==> src/rtl/ascon_ctrl_fsm.sv <==
// Sequencing FSM for one ASCON-128 encryption: drives the round counter, strobes the state datapath.
// Latency: start accepted at edge 0 -> LOAD cycle 1, 12 init rounds, first block_ready_o in cycle 15.
// Backpressure: WAIT_BLK holds (counter cleared, no permutation) until block_valid_i; optional abort via ASCON_CTRL_ABORT_EN.
module ascon_ctrl_fsm #(
    parameter int N_BITS   = 5,
    parameter int ROUNDS_A = 12,
    parameter int ROUNDS_B = 6
) (
    input  logic              clock_i,
    input  logic              reset_i,
    input  logic              start_i,
    input  logic              block_valid_i,
    input  logic              block_last_i,
`ifdef ASCON_CTRL_ABORT_EN
    input  logic              abort_i,
`endif
    output logic              block_ready_o,
    input  logic [N_BITS:0]   cpt_i,
    output logic              cpt_en_o,
    output logic              cpt_init_o,
    output logic [3:0]        round_o,
    output logic              perm_en_o,
    output logic              state_load_o,
    output logic              key_xor_init_o,
    output logic              data_xor_o,
    output logic              key_xor_final_o,
    output logic              busy_o,
    output logic              done_o
);

    typedef enum logic [3:0] {
        IDLE,
        LOAD,
        INIT_R,
        INIT_KEY,
        WAIT_BLK,
        MID_R,
        FIN_KEY,
        FIN_R,
        TAG
    } state_t;

    // Last counter value of each permutation, and the round-constant offset
    // so that a shortened permutation uses the final constants of the table.
    localparam logic [N_BITS:0] LAST_A = (N_BITS + 1)'(ROUNDS_A - 1);
    localparam logic [N_BITS:0] LAST_B = (N_BITS + 1)'(ROUNDS_B - 1);
    localparam logic [3:0]      OFF_A  = 4'(12 - ROUNDS_A);
    localparam logic [3:0]      OFF_B  = 4'(12 - ROUNDS_B);

    state_t state;
    state_t state_nxt;

    // State register with synchronous reset.
    always_ff @(posedge clock_i) begin
        if (reset_i) begin
            state <= IDLE;
        end else begin
            state <= state_nxt;
        end
    end

    // Next-state and output decode; everything Moore except the block handshake.
    always_comb begin
        state_nxt       = state;
        block_ready_o   = 1'b0;
        cpt_en_o        = 1'b0;
        cpt_init_o      = 1'b0;
        round_o         = 4'd0;
        perm_en_o       = 1'b0;
        state_load_o    = 1'b0;
        key_xor_init_o  = 1'b0;
        data_xor_o      = 1'b0;
        key_xor_final_o = 1'b0;
        busy_o          = 1'b1;
        done_o          = 1'b0;

        case (state)
            IDLE: begin
                busy_o = 1'b0;
                if (start_i) begin
                    state_nxt = LOAD;
                end
            end
            LOAD: begin
                state_load_o = 1'b1;
                cpt_en_o     = 1'b1;
                cpt_init_o   = 1'b1;
                state_nxt    = INIT_R;
            end
            INIT_R: begin
                perm_en_o = 1'b1;
                cpt_en_o  = 1'b1;
                round_o   = cpt_i[3:0] + OFF_A;
                // ">=" so a counter that overshoots still terminates the phase
                if (cpt_i >= LAST_A) begin
                    state_nxt = INIT_KEY;
                end
            end
            INIT_KEY: begin
                key_xor_init_o = 1'b1;
                cpt_en_o       = 1'b1;
                cpt_init_o     = 1'b1;
                state_nxt      = WAIT_BLK;
            end
            WAIT_BLK: begin
                block_ready_o = 1'b1;
                cpt_en_o      = 1'b1;
                cpt_init_o    = 1'b1;
                if (block_valid_i) begin
                    data_xor_o = 1'b1;
                    state_nxt  = block_last_i ? FIN_KEY : MID_R;
                end
            end
            MID_R: begin
                perm_en_o = 1'b1;
                cpt_en_o  = 1'b1;
                round_o   = cpt_i[3:0] + OFF_B;
                if (cpt_i >= LAST_B) begin
                    state_nxt = WAIT_BLK;
                end
            end
            FIN_KEY: begin
                key_xor_final_o = 1'b1;
                cpt_en_o        = 1'b1;
                cpt_init_o      = 1'b1;
                state_nxt       = FIN_R;
            end
            FIN_R: begin
                perm_en_o = 1'b1;
                cpt_en_o  = 1'b1;
                round_o   = cpt_i[3:0] + OFF_A;
                if (cpt_i >= LAST_A) begin
                    state_nxt = TAG;
                end
            end
            TAG: begin
                done_o    = 1'b1;
                state_nxt = IDLE;
            end
            default: begin
                state_nxt = IDLE;
            end
        endcase

`ifdef ASCON_CTRL_ABORT_EN
        // Abort drops the operation: clear the counter, never report a tag.
        if (abort_i && (state != IDLE)) begin
            state_nxt  = IDLE;
            cpt_en_o   = 1'b1;
            cpt_init_o = 1'b1;
            done_o     = 1'b0;
        end
`endif
    end

endmodule

==> config.mk <==
export PLATFORM = sky130hd
export DESIGN_NAME = ascon_ctrl_fsm
export DESIGN_NICKNAME = d
export VERILOG_FILES = /design/src/rtl/ascon_ctrl_fsm.sv
export SDC_FILE = /design/constraint.sdc
export NUM_CORES = 1
export LEC_CHECK = 0
export CAP_MARGIN = 20
export CORE_MARGIN = 5
export CORE_UTILIZATION = 26
export CTS_CLUSTER_SIZE = 10
export DETAILED_ROUTE_END_ITERATION = 8
export PLACE_DENSITY = 0.57
export SETUP_SLACK_MARGIN = 0.05
export SLEW_MARGIN = 20
export SYNTH_ARGS = -nofsm -noshare
export SYNTH_HDL_FRONTEND = slang
export SYNTH_SLANG_ARGS = --single-unit
==> constraint.sdc <==
create_clock -name clock_i -period 3 [get_ports clock_i]
set_input_delay 0.3 -clock clock_i [delete_from_list [all_inputs] [get_ports clock_i]]
set_output_delay 0.3 -clock clock_i [all_outputs]
set_load 0.05 [all_outputs]
==> flow_results.org, run 1 <==
** Outcome
- Status :: finished, final reports clean

** Clock network
- H-tree lvl count :: 1
- Root Buffer Master :: sky130_fd_sc_hd__clkbuf_4
- For this design, the CTS-stage hold fixing added 0 buffers.
- Maximum clock path buffer count :: 2
- Cts bufs inserted :: 3
- Post-CTS Setup Repair Bufs :: 0
- The clock reaches the later pin of the worst-skew pair after 0.23 ns.
- CTS tree :: built
- Once the clock tree was built, the resizer swapped 0 gates to a different size.
- The clock drives 4 sinks.
- Clock-pin slew reported for the worst setup and hold paths after clock tree synthesis :: 0.04 ns

** Timing
- The number of failing hold endpoints at the final stage was 0.
- Setup violations remaining at the end of the flow were counted as 0.
- For the final routed database, the setup TNS stands at 0 ns.
- Min Tclk post-route :: around 2.6 ns
- Max-slew violations :: 0
- Setup repair after global routing left no endpoint under its margin.
- Max Freq :: ~380 MHz
- Final worst path period share :: 0.872
- Pin slew with the least headroom to its limit :: about 0.5 ns
- Measured against its own limit, the worst slew margin works out to 0.657.
- Clock skew on the completed layout was measured at 0.00654 ns.

** Pwr
- The internal portion of the total power is 0.336 mW.
- Summed over all cells, the static leakage comes to 0.262 nW.
- Worst supply voltage drop on vdd :: 502 uV
- Switching share of power :: 0.588
- Cell Pwr Density :: 1100 mW/mm^2
- In this run the power spent charging and discharging nets is 0.480 mW.
- Relative contribution of sequential cells to total power :: 0.154
- Share of total power in the clock network :: 0.080
- Of the total power, combinational logic draws 0.767.

** Global routing
- Global-route wire length before repair :: 2150 um
- Aggregate global-route resource usage :: 0.105
- After global routing the overflow that remains totals 0.
- The number of global-route vias before repair is 481.
- Initial antenna violation count :: 0
- Pin count of the biggest net entering global routing :: 15

** Logic synthesis
- The mapped netlist covers ~460 um^2.
- The number of different library cells used by synthesis comes to 30.
- Synthesis produced a netlist with a net count of between 70 and 80.
- Counting flops and latches in the post-synthesis netlist gives 4.
- Averaged over all synthesized cells, the footprint is approximately 7.6 um^2.
- Share of the yosys chip area belonging to registers :: 0.173
- Count of flip-flops with a built-in enable after synthesis :: 0
- The Yosys step of the flow raised 0 warnings.
- Of all flip-flops after synthesis, the portion carrying an async set or reset was 0.
- In the synthesized netlist the dominant register cell turns out to be sky130_fd_sc_hd__dfxtp_1.
- The cell count after synthesis came out at slightly above 60.

** Drt
- In this run the top signal layer used is met3.
- The detailed router placed slightly above 500 vias in this run.
- The first routing iteration left 3 violations.
- Number of iterations in the first detailed-routing pass :: 3
- After detailed routing, the met3 layer carries 149 um of wire.
- DRT met1 WL :: 591 um
- Routed wire length on met2 :: 556 um
- In the routed design, unresolved DRC markers number 0.
- Number of nets still failing antenna checks after routing :: 0
- Dividing the detail-routed wire length by the instance count gives 11.8 um.
- Post-detailed-route via-to-cell ratio :: 4.69
- Total Wirelength :: 1300 um

** Place
- At the end of routability-driven placement, the weighted congestion stood at 0.756.
- Count of buffers inserted at the top-level ports :: 24
- Half-perimeter wire length after detailed placement :: 1050 um

** Cells and area
- At the end of the flow, the number of nets in the layout was 99.
- Layout Area Growth over Synthesis :: 60.4%
- The number of antenna diodes in the final layout is 0.
- The register with the most flip-flops in the layout has 4 of them.
- Share of final-layout standard cells stronger than drive strength 1 :: 0.118
- The largest registers in the layout are state x4.
- The register with the most flip-flops in the final layout is state.
- Final core occ :: 0.434

** Die
- Floorplan row count :: 15
- In this run the horizontal extent of the chip is 52.1 um.
- The floorplan step defined a die boundary enclosing 0.00272 mm^2.
- The core region is roughly 0.0017 mm^2.
- Starting density of the core :: 0.270
- The die is 52.1 um tall.
- For this design the top-level I/O count stands at 25.

** Job
- The tool flagged a number of max-cap violations equal to 0.

** Setup path
- STA classifies the critical path endpoint as an output pin.
- Critical Path Start Type :: flip-flop
- By startpoint and endpoint, the worst setup path is classified as flip-flop to output pin.
- Crit Path Max Fanout :: 14
- Data arrives at the worst endpoint at between 2 and 2.5 ns.
- STA puts the critical path data required time at 2.70 ns.

** Hold path
- Class of the worst hold path :: flip-flop to flip-flop
[power by group through the flow]
| stage | clock, mW | sequential [mW] | combinational [mW] |
|---|---|---|---|
| after floorplan | 0 | 0.0853 | 0.488 |
| after global placement | 0 | 0.127 | 0.629 |
| after detailed placement | 0 | 0.127 | 0.633 |
| after CTS | 0.0684 | 0.126 | 0.633 |
| after global routing | 0.0780 | 0.133 | 0.661 |
| final | 0.0650 | 0.125 | 0.625 |
[Yosys cell counts (2+ instances only)]
cell | n | area (um^2)
sky130_fd_sc_hd__o31ai_1 | 2 | 15.0
sky130_fd_sc_hd__dfxtp_1 | 4 | 80.1
sky130_fd_sc_hd__nand2b_1 | 3 | 18.8
sky130_fd_sc_hd__nor2_1 | 4 | 15.0
sky130_fd_sc_hd__buf_2 | 3 | 15.0
sky130_fd_sc_hd__and2_1 | 4 | 25.0
sky130_fd_sc_hd__nor4_1 | 2 | 12.5
sky130_fd_sc_hd__a21oi_1 | 3 | 15.0
sky130_fd_sc_hd__o21ai_1 | 2 | 10.0
sky130_fd_sc_hd__nand3_1 | 3 | 15.0
sky130_fd_sc_hd__nand2_1 | 3 | 11.3
sky130_fd_sc_hd__nor3_1 | 4 | 20.0
sky130_fd_sc_hd__o21ai_0 | 5 | 25.0
sky130_fd_sc_hd__inv_1 | 3 | 11.3
[critical path, cell delays in order, from the launching register on]
cell                              delay, ns
sky130_fd_sc_hd__dfxtp_1               0.61
sky130_fd_sc_hd__xor2_2                0.30
sky130_fd_sc_hd__nor2_2                0.09
sky130_fd_sc_hd__or3_1                 0.37
sky130_fd_sc_hd__clkdlybuf4s50_1       0.71
[final timing paths]
check        startpoint       end  slack (ns)  cells past startpoint
min reg2reg    state[3]  state[2]        0.57                      1
max            state[2]  cpt_en_o        0.39                      4
min            state[3]  state[2]        0.57                      1
max reg2reg    state[2]  state[1]        1.49                      4
[layout by cell type, fill, tap and decap left out, drive strengths merged, types with 2 or more instances in the layout]
| cell type | synthesis | routed |
|---|---|---|
| clkbuf | 0 | 3 |
| inv | 3 | 3 |
| nand3 | 3 | 3 |
| clkdlybuf4s50 | 0 | 24 |
| nand2 | 3 | 3 |
| o31ai | 2 | 2 |
| a21oi | 3 | 3 |
| dfxtp | 4 | 4 |
| nor3 | 5 | 5 |
| nor2 | 5 | 5 |
| and2 | 4 | 4 |
| o21ai | 7 | 7 |
| nor4 | 2 | 2 |
| nand2b | 3 | 3 |
[stage by stage]
| stage | setup slack (ns) | hold WS [ns] | std cells | total power [mW] | area [um^2] |
|---|---|---|---|---|---|
| 4_1_cts | 0.349 | 0.571 | 110 | 0.828 | 741 |
| 5_1_grt | 0.218 | 0.633 | 110 | 0.872 | 741 |
| 6_report | 0.385 | 0.567 | 110 | 0.816 | 741 |
| 3_5_place_dp | 0.540 | 0.577 | 107 | 0.759 | 718 |
| 2_1_floorplan | 0.658 | 0.370 | 61 | 0.574 | 462 |
| 3_3_place_gp | 0.562 | 0.568 | 107 | 0.756 | 718 |
[layout make-up]
class,instances,area [um^2]
clock buffers,3,22.5
flip-flops and latches,4,80.1
inverters,3,11.3
well taps,25,31.3
repair buffers,24,240
fillers,190,967
multi-input cells,51,355
[cells by family (layout without fill, tap and decap cells)]
kind of cell / after synthesis / count (layout) / synth area share
simple gates: 31 / 31 / 0.404
buf+inv: 6 / 30 / 0.0569
xor+xnor: 1 / 1 / 0.0352
compound gates: 17 / 17 / 0.282
mux: 1 / 1 / 0.0217
fa+ha+maj: 1 / 1 / 0.0271
flops: 4 / 4 / 0.173
[layer usage]
metal | track usage | vias to the layer above
met5 | 0 | -
met4 | 0.0255 | 0
met3 | 0.0688 | 0
met2 | 0.153 | 22
met1 | 0.127 | 218
li1 | - | 276
Power figures use the tool's default switching activity.
==> run 2, diff against run 1 <==
CORE_MARGIN = default   (was 5)
GPL_ROUTABILITY_DRIVEN = 0   (was default)
==> flow_results.org, run 2 (synthesis results as in run 1) <==
** Hold path
- Class of the worst hold path :: flip-flop to flip-flop

** Setup path
- Cell breakdown of the critical path :: xor2_2 -> nor2_2 -> or3_1 -> clkdlybuf4s50_1
- The worst setup path is launched from a flip-flop.
- Data arrival time of the critical path :: 2.32 ns (about the same)
- Kind of end point of the critical path :: output pin
- The maximum fanout along the worst path is 14 (unchanged).
- Required arrival time at the worst endpoint :: 2.70 ns (about the same)
- Among all stages on the critical path, the largest delay is contributed by sky130_fd_sc_hd__clkdlybuf4s50_1.
- Longest individual stage delay on the worst path :: 0.71 ns (about the same)
- Setup CP Type :: flip-flop to output pin

** Timing
- The setup total negative slack is 0 ns (unchanged).
- Final worst path period share :: 0.873 (+0.00164)
- Final setup skew :: 0.00825 ns (+0.00170 ns)
- Setup repair after global routing missed its margin :: no
- The number of endpoints failing setup at the final stage came to 0 (unchanged).
- The headroom to the max-slew limit is 0.656 (-0.00180).
- Min setup slack post-route :: 0.380 ns (-0.00491 ns)
- The number of failing hold endpoints at the final stage was 0 (unchanged).
- The transition time at the pin with the least slew margin came to 0.515 ns (+0.00268 ns).
- Max-slew violations :: 0 (unchanged)
- The maximum clock frequency came to 382 MHz (-0.19%).
- Min Tclk post-route :: 2.62 ns (+0.00491 ns)

** Pwr
- The power density relative to cell area was 1120 mW/mm^2 (+1.9%).
- Worst supply voltage drop on vdd :: 536 uV (+6.9%)
- The leakage component of the power came to 0.262 nW (unchanged).

** Drt
- Total Wirelength :: 1210 um (-6.8%)
- Post-detailed-route via-to-cell ratio :: 5.34 (+14%)
- The count of nets left with antenna violations after detail routing came to 0 (unchanged).
- The first-pass detailed-route iteration total is 6 (+3).
- The total via count in the routed design is 539 (+4.5%).
- Iteration-0 DRC Markers :: 10 (+7)
- The number of remaining DRC errors is 3 (+3).
- Wirelength per Cell :: 12.0 um (+1.5%)

** Place
- Setup slack after placement :: 0.540 ns (+0.000540 ns)
- Count of buffers inserted at the top-level ports :: 24 (unchanged)
- Half-perimeter wire length after detailed placement :: 924 um (-12%)
- The cell count after placement is 98 (-8.4%).

** Die
- DIE WIDTH :: 44.1 um (-15%)
- I/O pin total :: 25 (unchanged)
- The floorplan die height came to 44.1 um (-15%).
- Floorplan row count :: 14 (-1)
- The area of the die came to 0.00195 mm^2 (-28%).
- The area of the placeable core came to 0.00158 mm^2 (-7.7%).
- The starting density of the core was 0.293 (+0.0225).

** Clock network
- The number of cells upsized or downsized after cts came to 0 (unchanged).
- The post-CTS clock slew at the launch and capture registers of the worst setup and hold paths is 0.04 ns (about the same).
- The number of buffers inserted by hold repair at cts was 0 (unchanged).
- Number of sinks handled by clock tree synthesis :: 4 (unchanged)
- The total clock buffers created by CTS came to 3 (unchanged).
- Root Buffer Master :: sky130_fd_sc_hd__clkbuf_4
- Latest clock arrival within the worst-skew pair :: 0.23 ns (about the same)
- The largest buffer count on any clock path was 2 (unchanged).
- TritonCTS built the clock tree.
- Post-CTS Setup Repair Bufs :: 0 (unchanged)
- The maximum level of the CTS H-tree is 1 (unchanged).

** Cells and area
- Register ranked first by flip-flop count :: state
- Share of final-layout standard cells stronger than drive strength 1 :: 0.118 (unchanged)
- The number of cells in the finished layout apart from fillers was 101 (-8.2%).
- The top cell types in the final layout, fill and taps aside, are sky130_fd_sc_hd__clkdlybuf4s50_1 (24), sky130_fd_sc_hd__o21ai_0 (5).
- Number of fillers in the final layout :: 164 (-14%)
- The antenna diode count was 0 (unchanged).
- Multi-input gate area in the final layout :: 355 um^2 (unchanged)
- The flip-flop count of the largest register, all copies and words added was 4 (unchanged).
- Layout Area Growth over Synthesis :: 58.0%
- Storage element area :: 80.1 um^2 (unchanged)
- NumNets Final :: 99 (unchanged)
- Registers with the most flip-flops :: state x4
- Most frequent standard cell in the layout excluding fill and tap cells :: sky130_fd_sc_hd__clkdlybuf4s50_1

** Global routing
- The number of global-route vias before repair came to 450 (-6.4%).
- Pin count of the biggest net entering global routing :: 15 (unchanged)
- Aggregate global-route resource usage :: 0.131 (+0.0262)
- In this run the most used layer during global routing was met2.
- The residual overflow from global routing was 0 (unchanged).
- Met1 routing resource usage after global routing :: 0.170 (+0.0437)
- The met3 usage is 0.0571 (-0.0116).
- The number of antenna violations at the first check in global routing came to 0 (unchanged).
- Global-route wire length before repair :: 1930 um (-9.9%)
- The global routing met2 resource utilization is 0.206 (+0.0532).

** Outcome
- Violated checks :: design-rule violations
- Status :: complete, but fails checks

** Job
- Total of max-cap violations :: 0 (unchanged)
-- run 2: cell counts in the layout (fill, tap and decap cells not counted) --
Identical to the previous run, type by type.
-- run 2: power breakdown --
group          total (mW)  internal (mW)  switching (mW)
clock              0.0654         0.0447          0.0208
sequential          0.126         0.0707          0.0555
combinational       0.627          0.221           0.407
total               0.819          0.336           0.483
-- run 2: final cells by class --
type	count	share of cell area
tap	16	0.0274
sequential	4	0.110
clock buffer	3	0.0309
timing repair buffer	24	0.329
multi-input combinational	51	0.487
inverter	3	0.0154
-- run 2: metrics by stage --
| step | area (um^2) | utilization | hold slack (ns) | total power [mW] |
|---|---|---|---|---|
| floorplan | 462 | - | 0.370 | 0.574 |
| global placement | 707 | 0.448 | 0.575 | 0.757 |
| detailed placement | 707 | 0.448 | 0.574 | 0.755 |
| CTS | 729 | 0.463 | 0.574 | 0.824 |
| global route | 729 | 0.463 | 0.615 | 0.865 |
| finish | 729 | 0.463 | 0.563 | 0.819 |
-- run 2: worst paths after layout --
| kind | to | depth (start not counted) | slack (ns) | start |
|---|---|---|---|---|
| setup / recovery | cpt_en_o | 4 | 0.38 | state[2] |
| hold / removal | state[2] | 1 | 0.56 | state[3] |
| setup reg to reg | state[1] | 4 | 1.48 | state[2] |
| hold reg to reg | state[2] | 1 | 0.56 | state[3] |
-- run 2: layer usage --
metal,up-vias,routed length (um)
met5,-,0
met4,0,0
met3,0,106
met2,21,526
met1,242,576
li1,276,-
-- run 2: critical path, delay by kind of cell (launching register included) --
| kind | cells | cell delay (ns) |
|---|---|---|
| XOR/XNOR | 1 | 0.30 |
| AND/OR/NAND/NOR | 2 | 0.46 |
| buffers and inverters | 1 | 0.71 |
| flip-flops | 1 | 0.61 |
==> run 3, diff against run 2 <==
PLACE_DENSITY = 0.54   (was 0.57)
REMOVE_ABC_BUFFERS = 1   (was default)
==> flow_results.org, run 3 (synthesis results as in run 1) <==
** Clock network
- # hold bufs at CTS :: 0 (unchanged)
- The tree is rooted in a sky130_fd_sc_hd__clkbuf_4.
- Post-CTS Setup Repair Bufs :: 0 (unchanged)
- TritonCTS built the clock tree.
- The maximum level of the CTS H-tree came to 1 (unchanged).
- The post-CTS clock slew at the launch and capture registers of the worst setup and hold paths is 0.03 ns (about the same).
- Number of sinks handled by clock tree synthesis :: 4 (unchanged)
- PostCTS Resize Cnt :: 0 (unchanged)
- Maximum clock path buffer count :: 2 (unchanged)
- The total clock buffers created by CTS came to 3 (unchanged).
- Latest clock arrival within the worst-skew pair :: 0.23 ns (about the same)

** Die
- Die footprint :: 0.00195 mm^2 (unchanged)
- DIE WIDTH :: 44.1 um (unchanged)
- The standard-cell row count came to 14 (unchanged).
- Die H :: 44.1 um (unchanged)
- Starting density of the core :: 0.293 (unchanged)
- Total core area :: 0.00158 mm^2 (unchanged)
- I/O pin total :: 25 (unchanged)

** Timing
- The number of slew-limit violations in the final report was 0 (unchanged).
- The minimum period implied by the final worst setup slack is 2.65 ns (+0.0301 ns).
- The number of failing hold endpoints at the final stage is 0 (unchanged).
- Setup repair after global routing missed its margin :: no
- The number of endpoints failing setup at the final stage was 0 (unchanged).
- Pin slew with the least headroom to its limit :: 0.524 ns (+0.00869 ns)
- The maximum clock frequency is 377 MHz (-1.1%).
- The headroom to the max-slew limit is 0.650 (-0.00581).
- The setup total negative slack came to 0 ns (unchanged).
- Final setup skew :: 0.00203 ns (-0.00622 ns)
- The post-route clock period utilization was 0.883 (+0.0100).

** Cells and area
- In the final layout, the registers with the most flip-flops are state x4.
- Count of inserted antenna diode cells :: 0 (unchanged)
- Most frequent standard cell in the layout excluding fill and tap cells :: sky130_fd_sc_hd__clkdlybuf4s50_1
- The synthesis-to-layout area growth was 58.0% (unchanged).
- The final-layout fill cell count is 160 (-2.4%).
- More flip-flops sit in one register than any other, and that register is state.
- The number of cells in the finished layout apart from fillers came to 101 (unchanged).
- Number of flip-flops in the largest register :: 4 (unchanged)
- Share of final-layout standard cells stronger than drive strength 1 :: 0.118 (unchanged)
- Leaving out fill and tap cells, the most frequent cells in the layout are sky130_fd_sc_hd__clkdlybuf4s50_1 (24), sky130_fd_sc_hd__o21ai_0 (5).
- NumNets Final :: 99 (unchanged)

** Global routing
- Pin count of the biggest net entering global routing :: 15 (unchanged)
- Sum of overflow across all layers after global routing :: 0 (unchanged)
- The total routing resource utilization after global routing is 0.140 (+0.00924).
- The first-pass GRT wire length came to 2060 um (+6.4%).
- Vias in the first global route :: 475 (+5.6%)
- The number of antenna violations at the first check in global routing is 0 (unchanged).

** Job
- The number of violations of the max-capacitance limit came to 0 (unchanged).

** Drt
- Post-detailed-route via-to-cell ratio :: 5.19 (-2.8%)
- The number of remaining DRC errors is 4 (+1).
- Via count :: 524 (-2.8%)
- The count of nets left with antenna violations after detail routing was 0 (unchanged).
- Wirelength per Cell :: 12.4 um (+3.9%)
- Iteration-0 DRC Markers :: 8 (-2)
- The final wirelength is 1260 um (+3.9%).
- Number of iterations in the first detailed-routing pass :: 6 (unchanged)

** Setup path
- The critical path in this run is classified as flip-flop to output pin.
- STA classifies the critical path endpoint as an output pin.
- The worst setup path is launched from a flip-flop.
- Register-to-register setup slack :: 1.44 ns (-0.04 ns)
- Data arrival time of the critical path :: 2.35 ns (+0.03 ns)
- Crit Path Max Fanout :: 14 (unchanged)
- The required time reported for the critical path endpoint came to 2.70 ns (about the same).

** Place
- The cell count after placement came to 98 (unchanged).
- The half-perimeter wire length after placement is 940 um (+1.7%).
- Count of buffers inserted at the top-level ports :: 24 (unchanged)

** Pwr
- Switching share of power :: 0.591 (+0.00111)
- Power Internal :: 0.336 mW (about the same)
- Switching power of the nets :: 0.485 mW (+0.50%)
- Power after layout :: 0.821 mW (+0.31%)
- The sequential group share of total power was 0.159 (+0.005).
- The power density relative to cell area was 1130 mW/mm^2 (+0.31%).
- The peak supply drop is 464 uV (-13%).
- The share of power burned in combinational logic came to 0.762 (-0.004).
- The relative contribution of the clock network to total power is 0.079 (about the same).
- The leakage component of the power was 0.262 nW (unchanged).

** Hold path
- The path class of the tightest hold or removal check is flip-flop to flip-flop.

** Outcome
- Violated checks :: design-rule violations
- The flow ran to the end, but the final reports show violations.
-- run 3: cell counts in the layout (fill, tap and decap cells not counted) --
Identical to the previous run, type by type.
-- run 3: critical path, stage by stage (launching register included) --
cell and delay (ns):
sky130_fd_sc_hd__dfxtp_1 0.64, sky130_fd_sc_hd__xor2_2 0.31, sky130_fd_sc_hd__nor2_2 0.09, sky130_fd_sc_hd__or3_1 0.37
sky130_fd_sc_hd__clkdlybuf4s50_1 0.71
-- run 3: path summary, 6_finish.rpt --
check	start	to	cells after the start
worst max register to register	state[2]	state[1]	4
worst max-delay path	state[2]	cpt_en_o	4
worst min-delay path	state[3]	state[2]	1
worst min register to register	state[3]	state[2]	1
-- run 3: through the flow --
stage | util | area [um^2] | hold slack (ns) | setup slack, ns
2_1_floorplan | - | 447 | 0.370 | 0.658
3_3_place_gp | 0.448 | 707 | 0.585 | 0.518
3_5_place_dp | 0.448 | 707 | 0.603 | 0.528
4_1_cts | 0.463 | 729 | 0.607 | 0.321
5_1_grt | 0.463 | 729 | 0.656 | 0.221
6_report | 0.463 | 729 | 0.597 | 0.350
-- run 3: per-layer routing --
metal  vias up  global-route usage  share of wire
met1       232               0.175           0.47
li1        273                   -              -
met4         0              0.0364              0
met2        19               0.235           0.46
met3         0              0.0408          0.070
met5         -                   0              0
-- run 3: power groups by stage --
stage / registers [mW] / clock network [mW] / logic (mW)
2_1_floorplan: 0.113 / 0 / 0.447
3_3_place_gp: 0.128 / 0 / 0.629
3_5_place_dp: 0.130 / 0 / 0.630
4_1_cts: 0.130 / 0.0688 / 0.630
5_1_grt: 0.137 / 0.0721 / 0.661
6_report: 0.131 / 0.0650 / 0.626
-- run 3: area by class of cell --
class	count	area, um^2	share of cell area
Inverter	3	11.3	0.0154
Tap cell	16	20.0	0.0274
Clock buffer	3	22.5	0.0309
Multi-Input combinational cell	51	355	0.487
Sequential cell	4	80.1	0.110
Timing Repair Buffer	24	240	0.329
